## src/rtl/ctrl_seq_pkg.sv

```systemverilog
// Shared constants, state encoding and control-word layout for ctrl_sequencer.
// CTRL_SEQ_BRANCH_EN enables the br execute sequence.
package ctrl_seq_pkg;

  localparam logic [4:0] OP_LD   = 5'b00000;
  localparam logic [4:0] OP_LDI  = 5'b00001;
  localparam logic [4:0] OP_ST   = 5'b00010;
  localparam logic [4:0] OP_BR   = 5'b10010;
  localparam logic [4:0] OP_NOP  = 5'b11010;
  localparam logic [4:0] OP_HALT = 5'b11011;

  localparam logic [4:0] SEL_R0   = 5'b00000;
  localparam logic [4:0] SEL_ROUT = 5'b00001;
  localparam logic [4:0] SEL_ZLO  = 5'b10011;
  localparam logic [4:0] SEL_PC   = 5'b10100;
  localparam logic [4:0] SEL_MDR  = 5'b10101;
  localparam logic [4:0] SEL_C    = 5'b11000;

  localparam logic [3:0] ALU_ADD = 4'b0011;

`ifdef CTRL_SEQ_BRANCH_EN
  localparam bit BR_EN = 1'b1;
`else
  localparam bit BR_EN = 1'b0;
`endif

  typedef enum logic [3:0] {
    S_IDLE, S_T0, S_T1, S_T1M, S_T2, S_DEC, S_EX, S_DONE, S_HALT, S_ERR
  } state_t;

  typedef struct packed {
    logic inc_pc, e_pc, e_ir, e_y, e_z, e_mdr, e_mar, e_rin, e_rout, e_con_ff;
    logic gra, grb, ba_out, imm_sel, ram_read, ram_write, mdr_read;
    logic busy, done, halted, illegal;
    logic [4:0] sel;
    logic [3:0] alu;
  } ctl_t;

  // Final execute step for each opcode that reaches S_EX.
  function automatic logic [3:0] last_step(input logic [4:0] op);
    case (op)
      OP_LD:   return 4'd8;
      OP_ST:   return 4'd7;
      OP_BR:   return 4'd6;
      default: return 4'd5;
    endcase
  endfunction

  function automatic logic ex_legal(input logic [4:0] op);
    return (op == OP_LD) || (op == OP_LDI) || (op == OP_ST) || (BR_EN && op == OP_BR);
  endfunction

endpackage

```

## src/rtl/ctrl_seq_wait_cnt.sv

```systemverilog
// Memory wait down-counter: load with MEM_WAIT, count while waiting, expire at zero.
module ctrl_seq_wait_cnt #(
  parameter int W = 3
) (
  input  logic         clock,
  input  logic         clear,
  input  logic         load,
  input  logic         count,
  input  logic [W-1:0] init,
  output logic         expire
);

  logic [W-1:0] cnt;

  always_ff @(posedge clock) begin
    if (clear)                    cnt <= '0;
    else if (load)                cnt <= init;
    else if (count && cnt != '0)  cnt <= cnt - 1'b1;
  end

  assign expire = (cnt == '0);

endmodule

```

## src/rtl/ctrl_sequencer.sv

```systemverilog
// Moore control sequencer: fetch, decode, execute ld/ldi/st/br/nop/halt.
// The br sequence is present only when CTRL_SEQ_BRANCH_EN is defined.
module ctrl_sequencer
  import ctrl_seq_pkg::*;
#(
  parameter int MEM_WAIT = 1,
  parameter int OPC_W    = 5,
  parameter int SEL_W    = 5,
  parameter int ALU_W    = 4
) (
  input  logic             clock,
  input  logic             clear,
  input  logic             run,
  input  logic [OPC_W-1:0] ir_opcode,
  input  logic             con_ff,
  output logic             incPC,
  output logic             e_PC,
  output logic             e_IR,
  output logic             e_Y,
  output logic             e_Z,
  output logic             e_MDR,
  output logic             e_MAR,
  output logic             e_Rin,
  output logic             e_Rout,
  output logic             e_CON_FF,
  output logic             Gra,
  output logic             Grb,
  output logic             BAout,
  output logic             imm_sel,
  output logic             ram_read,
  output logic             ram_write,
  output logic             MDR_read,
  output logic [SEL_W-1:0] BusDataSelect,
  output logic [ALU_W-1:0] ALU_op,
  output logic             busy,
  output logic             done,
  output logic             halted,
  output logic             illegal
);

  state_t           state, nxt;
  logic [3:0]       step, step_nxt;
  logic [OPC_W-1:0] op, op_nxt;
  logic [4:0]       o5;
  logic             is_ld, expire, wait_load, wait_count;
  ctl_t             ctl, ctl_nxt;

  assign op_nxt     = (state == S_DEC) ? ir_opcode : op;
  assign o5         = 5'(op_nxt);
  assign is_ld      = (op == OPC_W'(OP_LD));
  assign wait_load  = (state == S_T0) || (state == S_EX && is_ld && step == 4'd5);
  assign wait_count = (state == S_T1) || (state == S_EX && is_ld && step == 4'd6);

  ctrl_seq_wait_cnt #(.W(3)) u_wait (
    .clock  (clock),
    .clear  (clear),
    .load   (wait_load),
    .count  (wait_count),
    .init   (3'(MEM_WAIT)),
    .expire (expire)
  );

  always_comb begin
    nxt      = state;
    step_nxt = step;
    case (state)
      S_IDLE: if (run) nxt = S_T0;
      S_T0:   nxt = S_T1;
      S_T1:   if (expire) nxt = S_T1M;
      S_T1M:  nxt = S_T2;
      S_T2:   nxt = S_DEC;
      S_DEC: begin
        step_nxt = 4'd3;
        if (5'(ir_opcode) == OP_NOP)        nxt = S_DONE;
        else if (5'(ir_opcode) == OP_HALT)  nxt = S_HALT;
        else if (ex_legal(5'(ir_opcode)))   nxt = S_EX;
        else                                nxt = S_ERR;
      end
      S_EX: begin
        // ld T6 holds until the memory wait expires
        if (!(is_ld && step == 4'd6 && !expire)) begin
          if (step == last_step(5'(op))) begin
            nxt      = S_DONE;
            step_nxt = '0;
          end else begin
            step_nxt = step + 4'd1;
          end
        end
      end
      S_DONE:  nxt = run ? S_T0 : S_IDLE;
      default: nxt = state;
    endcase
  end

  // Outputs are decoded from the next state and registered with it.
  always_comb begin
    ctl_nxt      = '0;
    ctl_nxt.busy = !(nxt inside {S_IDLE, S_HALT, S_ERR});
    case (nxt)
      S_T0:   begin ctl_nxt.sel = SEL_PC; ctl_nxt.e_mar = 1'b1; ctl_nxt.inc_pc = 1'b1; end
      S_T1:   ctl_nxt.ram_read = 1'b1;
      S_T1M:  begin ctl_nxt.mdr_read = 1'b1; ctl_nxt.e_mdr = 1'b1; end
      S_T2:   begin ctl_nxt.sel = SEL_MDR; ctl_nxt.e_ir = 1'b1; end
      S_DONE: ctl_nxt.done    = 1'b1;
      S_HALT: ctl_nxt.halted  = 1'b1;
      S_ERR:  ctl_nxt.illegal = 1'b1;
      S_EX: begin
        if (BR_EN && o5 == OP_BR) begin
          case (step_nxt)
            4'd3: begin ctl_nxt.gra = 1'b1; ctl_nxt.e_rout = 1'b1; ctl_nxt.sel = SEL_ROUT; ctl_nxt.e_con_ff = 1'b1; end
            4'd4: begin ctl_nxt.sel = SEL_PC; ctl_nxt.e_y = 1'b1; end
            4'd5: begin ctl_nxt.imm_sel = 1'b1; ctl_nxt.alu = ALU_ADD; ctl_nxt.e_z = 1'b1; ctl_nxt.sel = SEL_C; end
            4'd6: begin ctl_nxt.sel = SEL_ZLO; ctl_nxt.e_pc = 1'b1; end
            default: ;
          endcase
        end else begin
          case (step_nxt)
            4'd3: begin ctl_nxt.grb = 1'b1; ctl_nxt.ba_out = 1'b1; ctl_nxt.e_y = 1'b1; end
            4'd4: begin ctl_nxt.imm_sel = 1'b1; ctl_nxt.alu = ALU_ADD; ctl_nxt.e_z = 1'b1; end
            4'd5: begin
              ctl_nxt.sel = SEL_ZLO;
              if (o5 == OP_LDI) begin ctl_nxt.gra = 1'b1; ctl_nxt.e_rin = 1'b1; end
              else ctl_nxt.e_mar = 1'b1;
            end
            4'd6: begin
              if (o5 == OP_LD) ctl_nxt.ram_read = 1'b1;
              else begin ctl_nxt.gra = 1'b1; ctl_nxt.e_rout = 1'b1; ctl_nxt.sel = SEL_ROUT; ctl_nxt.e_mdr = 1'b1; end
            end
            4'd7: begin
              if (o5 == OP_LD) begin ctl_nxt.mdr_read = 1'b1; ctl_nxt.e_mdr = 1'b1; end
              else ctl_nxt.ram_write = 1'b1;
            end
            4'd8: begin ctl_nxt.sel = SEL_MDR; ctl_nxt.gra = 1'b1; ctl_nxt.e_rin = 1'b1; end
            default: ;
          endcase
        end
      end
      default: ;
    endcase
  end

  always_ff @(posedge clock) begin
    if (clear) begin
      state <= S_IDLE;
      step  <= '0;
      op    <= '0;
      ctl   <= '0;
    end else begin
      state <= nxt;
      step  <= step_nxt;
      op    <= op_nxt;
      ctl   <= ctl_nxt;
    end
  end

  // Branch target load qualified by the live condition flop during T6.
  assign e_PC          = ctl.e_pc & con_ff;
  assign incPC         = ctl.inc_pc;
  assign e_IR          = ctl.e_ir;
  assign e_Y           = ctl.e_y;
  assign e_Z           = ctl.e_z;
  assign e_MDR         = ctl.e_mdr;
  assign e_MAR         = ctl.e_mar;
  assign e_Rin         = ctl.e_rin;
  assign e_Rout        = ctl.e_rout;
  assign e_CON_FF      = ctl.e_con_ff;
  assign Gra           = ctl.gra;
  assign Grb           = ctl.grb;
  assign BAout         = ctl.ba_out;
  assign imm_sel       = ctl.imm_sel;
  assign ram_read      = ctl.ram_read;
  assign ram_write     = ctl.ram_write;
  assign MDR_read      = ctl.mdr_read;
  assign BusDataSelect = SEL_W'(ctl.sel);
  assign ALU_op        = ALU_W'(ctl.alu);
  assign busy          = ctl.busy;
  assign done          = ctl.done;
  assign halted        = ctl.halted;
  assign illegal       = ctl.illegal;

endmodule

```

## config.mk

```make
export PLATFORM = sky130hd
export DESIGN_NAME = ctrl_sequencer
export DESIGN_NICKNAME = d
export VERILOG_FILES = /design/src/rtl/ctrl_seq_pkg.sv /design/src/rtl/ctrl_seq_wait_cnt.sv /design/src/rtl/ctrl_sequencer.sv
export SDC_FILE = /design/constraint.sdc
export NUM_CORES = 1
export LEC_CHECK = 0
export CAP_MARGIN = 20
export CELL_PAD_IN_SITES_DETAIL_PLACEMENT = 0
export CELL_PAD_IN_SITES_GLOBAL_PLACEMENT = 2
export CORE_MARGIN = 10
export CORE_UTILIZATION = 31
export CTS_CLUSTER_SIZE = 28
export DETAILED_ROUTE_END_ITERATION = 12
export GPL_TIMING_DRIVEN = 0
export MAX_ROUTING_LAYER = met4
export PLACE_DENSITY = 0.75
export SYNTH_ARGS = -nofsm -noshare
export SYNTH_HDL_FRONTEND = slang
export SYNTH_SLANG_ARGS = --single-unit
```

## constraint.sdc

```tcl
create_clock -name clock -period 3.1 [get_ports clock]
set_clock_uncertainty 0.15 [all_clocks]
set_input_delay 0.465 -clock clock [delete_from_list [all_inputs] [get_ports clock]]
set_output_delay 0.465 -clock clock [all_outputs]
set_load 0.02 [all_outputs]
```

# After elaboration in Yosys (flattened, before gate mapping)
# Index checks and enable logic that the tools add are counted.
# totals
register_bits,45
# classes
n_bitwise,4
n_eq_ne,31
n_mux,44
reduce_logical,25
addsub,2
# ops
cell,n
equality test 4 x 3 -> 1 bit (second input constant),13
two-way mux 4 bit,11
case mux 4 bit (8 select lines),1
case mux 5 bit (3 select lines),2
equality test 4 x 2 -> 1 bit (second input constant),5
two-way mux 1 bit,17
equality test 5 bit (second input constant),3
zero test 5 bit,3
equality test 4 bit (second input constant),3
case mux 1 bit (2 select lines),6
case mux 4 bit (3 select lines),1
equality test 5 x 1 -> 1 bit (second input constant),2
equality test 5 x 2 -> 1 bit (second input constant),2
equality test 4 x 1 -> 1 bit (second input constant),2
zero test 4 bit,2
case mux 4 bit (2 select lines),1
logical AND 1 bit,6
two-way mux 2 bit,3
nonzero test 3 bit,2
OR reduction 3 bit,2
two-way mux 5 bit,1
adder 4 x 1 -> 4 bit (second input constant),1
equality test 4 bit,1
logical OR 1 bit,4
8 further kinds,12

# Longest topological paths before layout
# logic_depth
depth_word,12
ltp_mapped,9

# By module
# Synthesis repeated with hierarchy kept, for this count alone.
# hier_totals
hier_cells,248
hier_area_um2,2005.7
# modules_own_cells
module,seq_area_each_um2,cells_each,instances,area_each_um2
ctrl_sequencer,660.6,227,1,1823.0
ctrl_seq_wait_cnt,60.1,21,1,182.7

# Worst setup path after synthesis
# Ideal clock, no wire load.
# synth_timing
path_kind,input port to flip-flop
startpoint,in ir_opcode[3]
endpoint,reg ctl (netlist bit ram_write)
stages,7
n_path_buf,0
t_arrival_ns,2.134
path_slack_ns,0.728
path_cell_list,or2_1 -> a221o_2 -> or3b_1 -> a21o_1 -> nor4_4 -> nand3_2 -> nor4b_2
# synth_between
elab_chain_len,10
elab_cells_between_ends,17
# synth_rtl
item,line_no,rtl
start: declaration,ctrl_sequencer.sv:14,"input logic [OPC_W-1:0] ir_opcode,"
equality test 5 x 1 -> 1 bit or zero test 5 bit (tied branches),ctrl_seq_pkg.sv:50,return (op == OP_LD) || (op == OP_LDI) || (op == OP_ST) || (BR_EN && op == OP_BR);
logical OR 1 bit (2 in series),ctrl_seq_pkg.sv:50,
two-way mux 4 bit,ctrl_sequencer.sv:76,else if (ex_legal(5'(ir_opcode))) nxt = S_EX;
two-way mux 4 bit,ctrl_sequencer.sv:75,else if (5'(ir_opcode) == OP_HALT) nxt = S_HALT;
two-way mux 4 bit,ctrl_sequencer.sv:74,if (5'(ir_opcode) == OP_NOP) nxt = S_DONE;
case mux 4 bit (8 select lines),ctrl_sequencer.sv:66,case (state)
equality test 4 x 3 -> 1 bit,ctrl_sequencer.sv:99,case (nxt)
NOT 1 bit (no line),-,
OR reduction 3 bit (no line),-,
end signal: assignment,ctrl_sequencer.sv:152,ctl <= ctl_nxt;
end: declaration,ctrl_sequencer.sv:46,"ctl_t ctl, ctl_nxt;"
# Parallel ways exist; a longest one is shown, timed or not.
# A chain may end at the register's enable or synchronous reset.

# Worst setup path after layout
# Ends and elaborated chain as after synthesis.

==> results.md <==
- Timing analysis after detailed placement gives a worst setup slack of 24.6 ps.
- The signal on the critical path passes through clkdlybuf4s50_1 -> or2_1 -> a221o_2 -> or3b_1 -> a21o_1 -> nor4_4 -> nand3_2 -> nor4b_2.
- The boundary pin count is 39.
- Counting both buffers and inverters, the worst setup path holds a total of 1.
- The worst setup margin is 337 ps.
- Setup repair after global routing left no endpoint under its margin.
- Detailed placement ended at an HPWL of 4480 µm.
- For this configuration, the core starts out at a cell density of 0.321.
- The clock transition at the registers of the reported paths is 80 ps.
- The transition time at the pin with the least slew margin is 814 ps.
- The number of buffers inserted by hold repair at cts is 0.
- The post-route clock period utilization is 0.891.
- For this run, the slowest stage of the critical path takes 470 ps.
- The placement row count is 30.
- Timing would allow up to 362 MHz.
- The average detailed-routed wire length per instance is 14.5 µm.
- The detailed router put a total of 2790 µm of wire on met1.
- The aggregate negative setup slack is 0 ps.
- The weighted congestion at the end of routability-driven global placement is 0.802.
- The setup slack on the worst flop-to-flop path is 420 ps.
- For this run, the register share of the synthesized area comes to 0.331.
- Once the clock tree was built, the setup fixing pass inserted 0 buffers.
- The width of the die is 104 µm.
- The total routing resource utilization after global routing is 0.108.
- The startpoint identified for the worst register-to-register timing path is step[0].
- No sink is reached through more buffers than the 2 on the longest clock path.
- The first global-routing pass estimated 9470 µm of wire.
- In the layout the commonest cells are dfxtp_1, clkdlybuf4s50_1, nor2_1, nand2_1, a21oi_1.
- The die footprint is 10800 µm².
- Global routing finished with a remaining overflow of 0.
- The CTS tree is yes.
- Once placement finished, the instance area stood at 2620 µm².
- The hold-critical path endpoint is u_wait.cnt[1].
- The signed area change from the synthesized netlist to the final layout is 27.7%.
- In this run, post-CTS repair resized a total of 0 instances.
- At the end of the flow the core is filled with cells to 0.410.
- The count of nets left with antenna violations once routing finished came out at 0.
- Across the VDD grid, the largest voltage drop is 0.387 mV.
- The height of the chip is 104 µm.
- The number of hold-slack violations in the final timing report is 0.
- The routed via count divided by cell count is 4.82.
- After the first detailed-routing iteration, the DRC count stood at 95.
- The power density over the cells is 475 nW/µm².
- The total non-filler cell area in the finished layout is 2780 µm².
- The total length of routed wires is 5670 µm.
- The met2 wire length is 2610 µm.
- The worst register-to-register path ends at BusDataSelect[4].
- The gate count after technology mapping is 252.
- The mean instance size in the synthesized netlist is 8.64 µm².
- Counting distinct cell types in the post-synthesis netlist gives 65.
- The number of vias after detailed routing is 1886.
- The number of cells on the worst reg-to-reg path is 9.
- The arrival time reported for the critical path endpoint is 2820 ps.
- The filler cells instantiated in the layout total 710.
- The run finished with clean final reports.
- After synthesis, the share of flip-flops with an asynchronous set or reset is 0.
- Entering global routing, the biggest net connects 13 pins.
- Counting instances, the worst hold path has a depth of 2.
- The count of buffers inserted at the top-level ports is 31.
- Summed over all cells, the static leakage comes to 1.04 nW.
- Yosys printed 0 warnings.
- The number of pins exceeding their max-slew limit in the final report is 0.
- The total standard cell area after synthesis is 2180 µm².
- The number of remaining DRC errors is 0.
- The number of antenna diodes in the final layout is 0.
- The initial antenna violation count is 0.
- The number of H-tree levels is 2.
- The cell sitting at the root of the clock tree is a clkbuf_8.
- The tightest hold margin is 363 ps.
- The number of global-route vias before repair came to 1831.
- The maximum fanout count along the critical path is 6.
- The synthesized design contains 36 register bits.
- The most instantiated flip-flop cell in the synthesis netlist is dfxtp_1.
- The highest layer used for signal routing is met4.
- The met3 wirelength from detailed routing is 223 µm.
- The total number of nets in the final design is 308.
- The count of max-cap constraint violations is 0.
- By startpoint and endpoint, the worst setup path is classified as input port to flip-flop.
- The number of enable-type register cells in the synthesized netlist is 0.
- The largest delay contributor family on the critical path is simple AND/OR/NAND/NOR gates.
- The number of clock sinks is 36.
- Clock tree synthesis inserted a total of 5 buffers.
- The total area inside the core boundary comes to 6790 µm².
- At the later pin of the worst-skew pair, clock insertion delay measures 290 ps.
- The nature of the critical path endpoint is a flip-flop.
- The beginning of the worst hold path is u_wait.cnt[1].
- The required time at the endpoint of the critical path is 3160 ps.
- Subtracting the final worst setup slack from the clock period gives 2760 ps.
- The count of final setup violators is 0.
- The slowest cell on the critical path is clkdlybuf4s50_1.
- Measured against its own limit, the worst slew margin works out to 0.450.
- The commonest non-fill, non-tap cell in the layout is dfxtp_1.
- The sort of element at the start of the critical path is an input port.
- Of the cells placed in the final design, the portion with a size suffix greater than 1 is 0.176.
- The path class of the lowest-slack min-delay path is flip-flop to flip-flop.
- Before antenna repair, the detailed router went through 4 iterations.
how the worst max path moves through the flow:
stage          cells past startpoint         start  slack [ps]        end
6_report                           8  ir_opcode[3]         340  ram_write
3_5_place_dp                       8  ir_opcode[3]          20  ram_write
2_1_floorplan                      7  ir_opcode[3]         730  ram_write
3_3_place_gp                       8  ir_opcode[3]          20  ram_write
4_1_cts                            8  ir_opcode[3]         320  ram_write
5_1_grt                            8  ir_opcode[0]         160      e_MAR
flip-flops by register name, summed over array words and instances (netlist names), 3 cells and up:
signal         count
BusDataSelect      4
op                 5
state              4
step               4
u_wait.cnt         3
metrics by stage:
step | power [mW] | cells
after CTS | 1.34 | 391
after global placement | 0.758 | 383
after detailed placement | 0.757 | 383
after global routing | 1.38 | 391
after floorplan | 0.673 | 256
final | 1.32 | 391
cells in the mapped netlist, types with 4 or more instances:
library cell | n | share of area
dfxtp_1 | 36 | 0.33
nor2_1 | 29 | 0.050
nand2_1 | 24 | 0.041
a21oi_1 | 17 | 0.039
nand3_1 | 11 | 0.025
buf_4 | 10 | 0.034
inv_1 | 8 | 0.014
clkbuf_1 | 6 | 0.010
ha_1 | 5 | 0.029
nand2b_1 | 5 | 0.014
o21ai_0 | 5 | 0.011
or2_2 | 5 | 0.014
xnor2_1 | 5 | 0.020
buf_2 | 4 | 0.0092
nor2b_1 | 4 | 0.011
nor3_1 | 4 | 0.0092
nor4_1 | 4 | 0.011
metal layers:
layer  vias up  GRT usage
li1        971          -
met1       873      0.137
met2        37      0.163
met3         5     0.0279
met4         0     0.0348
met5         -          -
kinds of logic after synthesis:
group                    count (synthesis)  synth area share
AND/OR/NAND/NOR                        119             0.343
adder cells (fa/ha/maj)                  5            0.0287
XOR/XNOR                                 6            0.0241
AO/OA/AOI/OAI                           54             0.188
other                                    1           0.00172
flip-flops                              36             0.331
buffers and inverters                   30            0.0781
multiplexers                             1           0.00460
cell type report:
| type | count | area, µm² | share of cell area |
|---|---|---|---|
| multi-input combinational | 190 | 1300 | 0.468 |
| tap | 96 | 120 | 0.0432 |
| clock inverter | 3 | 90.1 | 0.0324 |
| buffer | 22 | 140 | 0.0504 |
| inverter | 8 | 30.0 | 0.0108 |
| sequential | 36 | 721 | 0.259 |
| clock buffer | 5 | 68.8 | 0.0247 |
| timing repair buffer | 31 | 310 | 0.112 |
power breakdown:
part / switching, mW / internal (mW) / leakage [nW]
logic: 0.144 / 0.102 / 0.672
registers: 0.0125 / 0.487 / 0.292
clock network: 0.175 / 0.402 / 0.0784
tightest hold or removal path, stage by stage (launching register included):
cell and delay [ps]:
dfxtp_1 320, nor2_1 100, a211oi_1 50
Note: power is estimated with default switching activity, not from simulation.
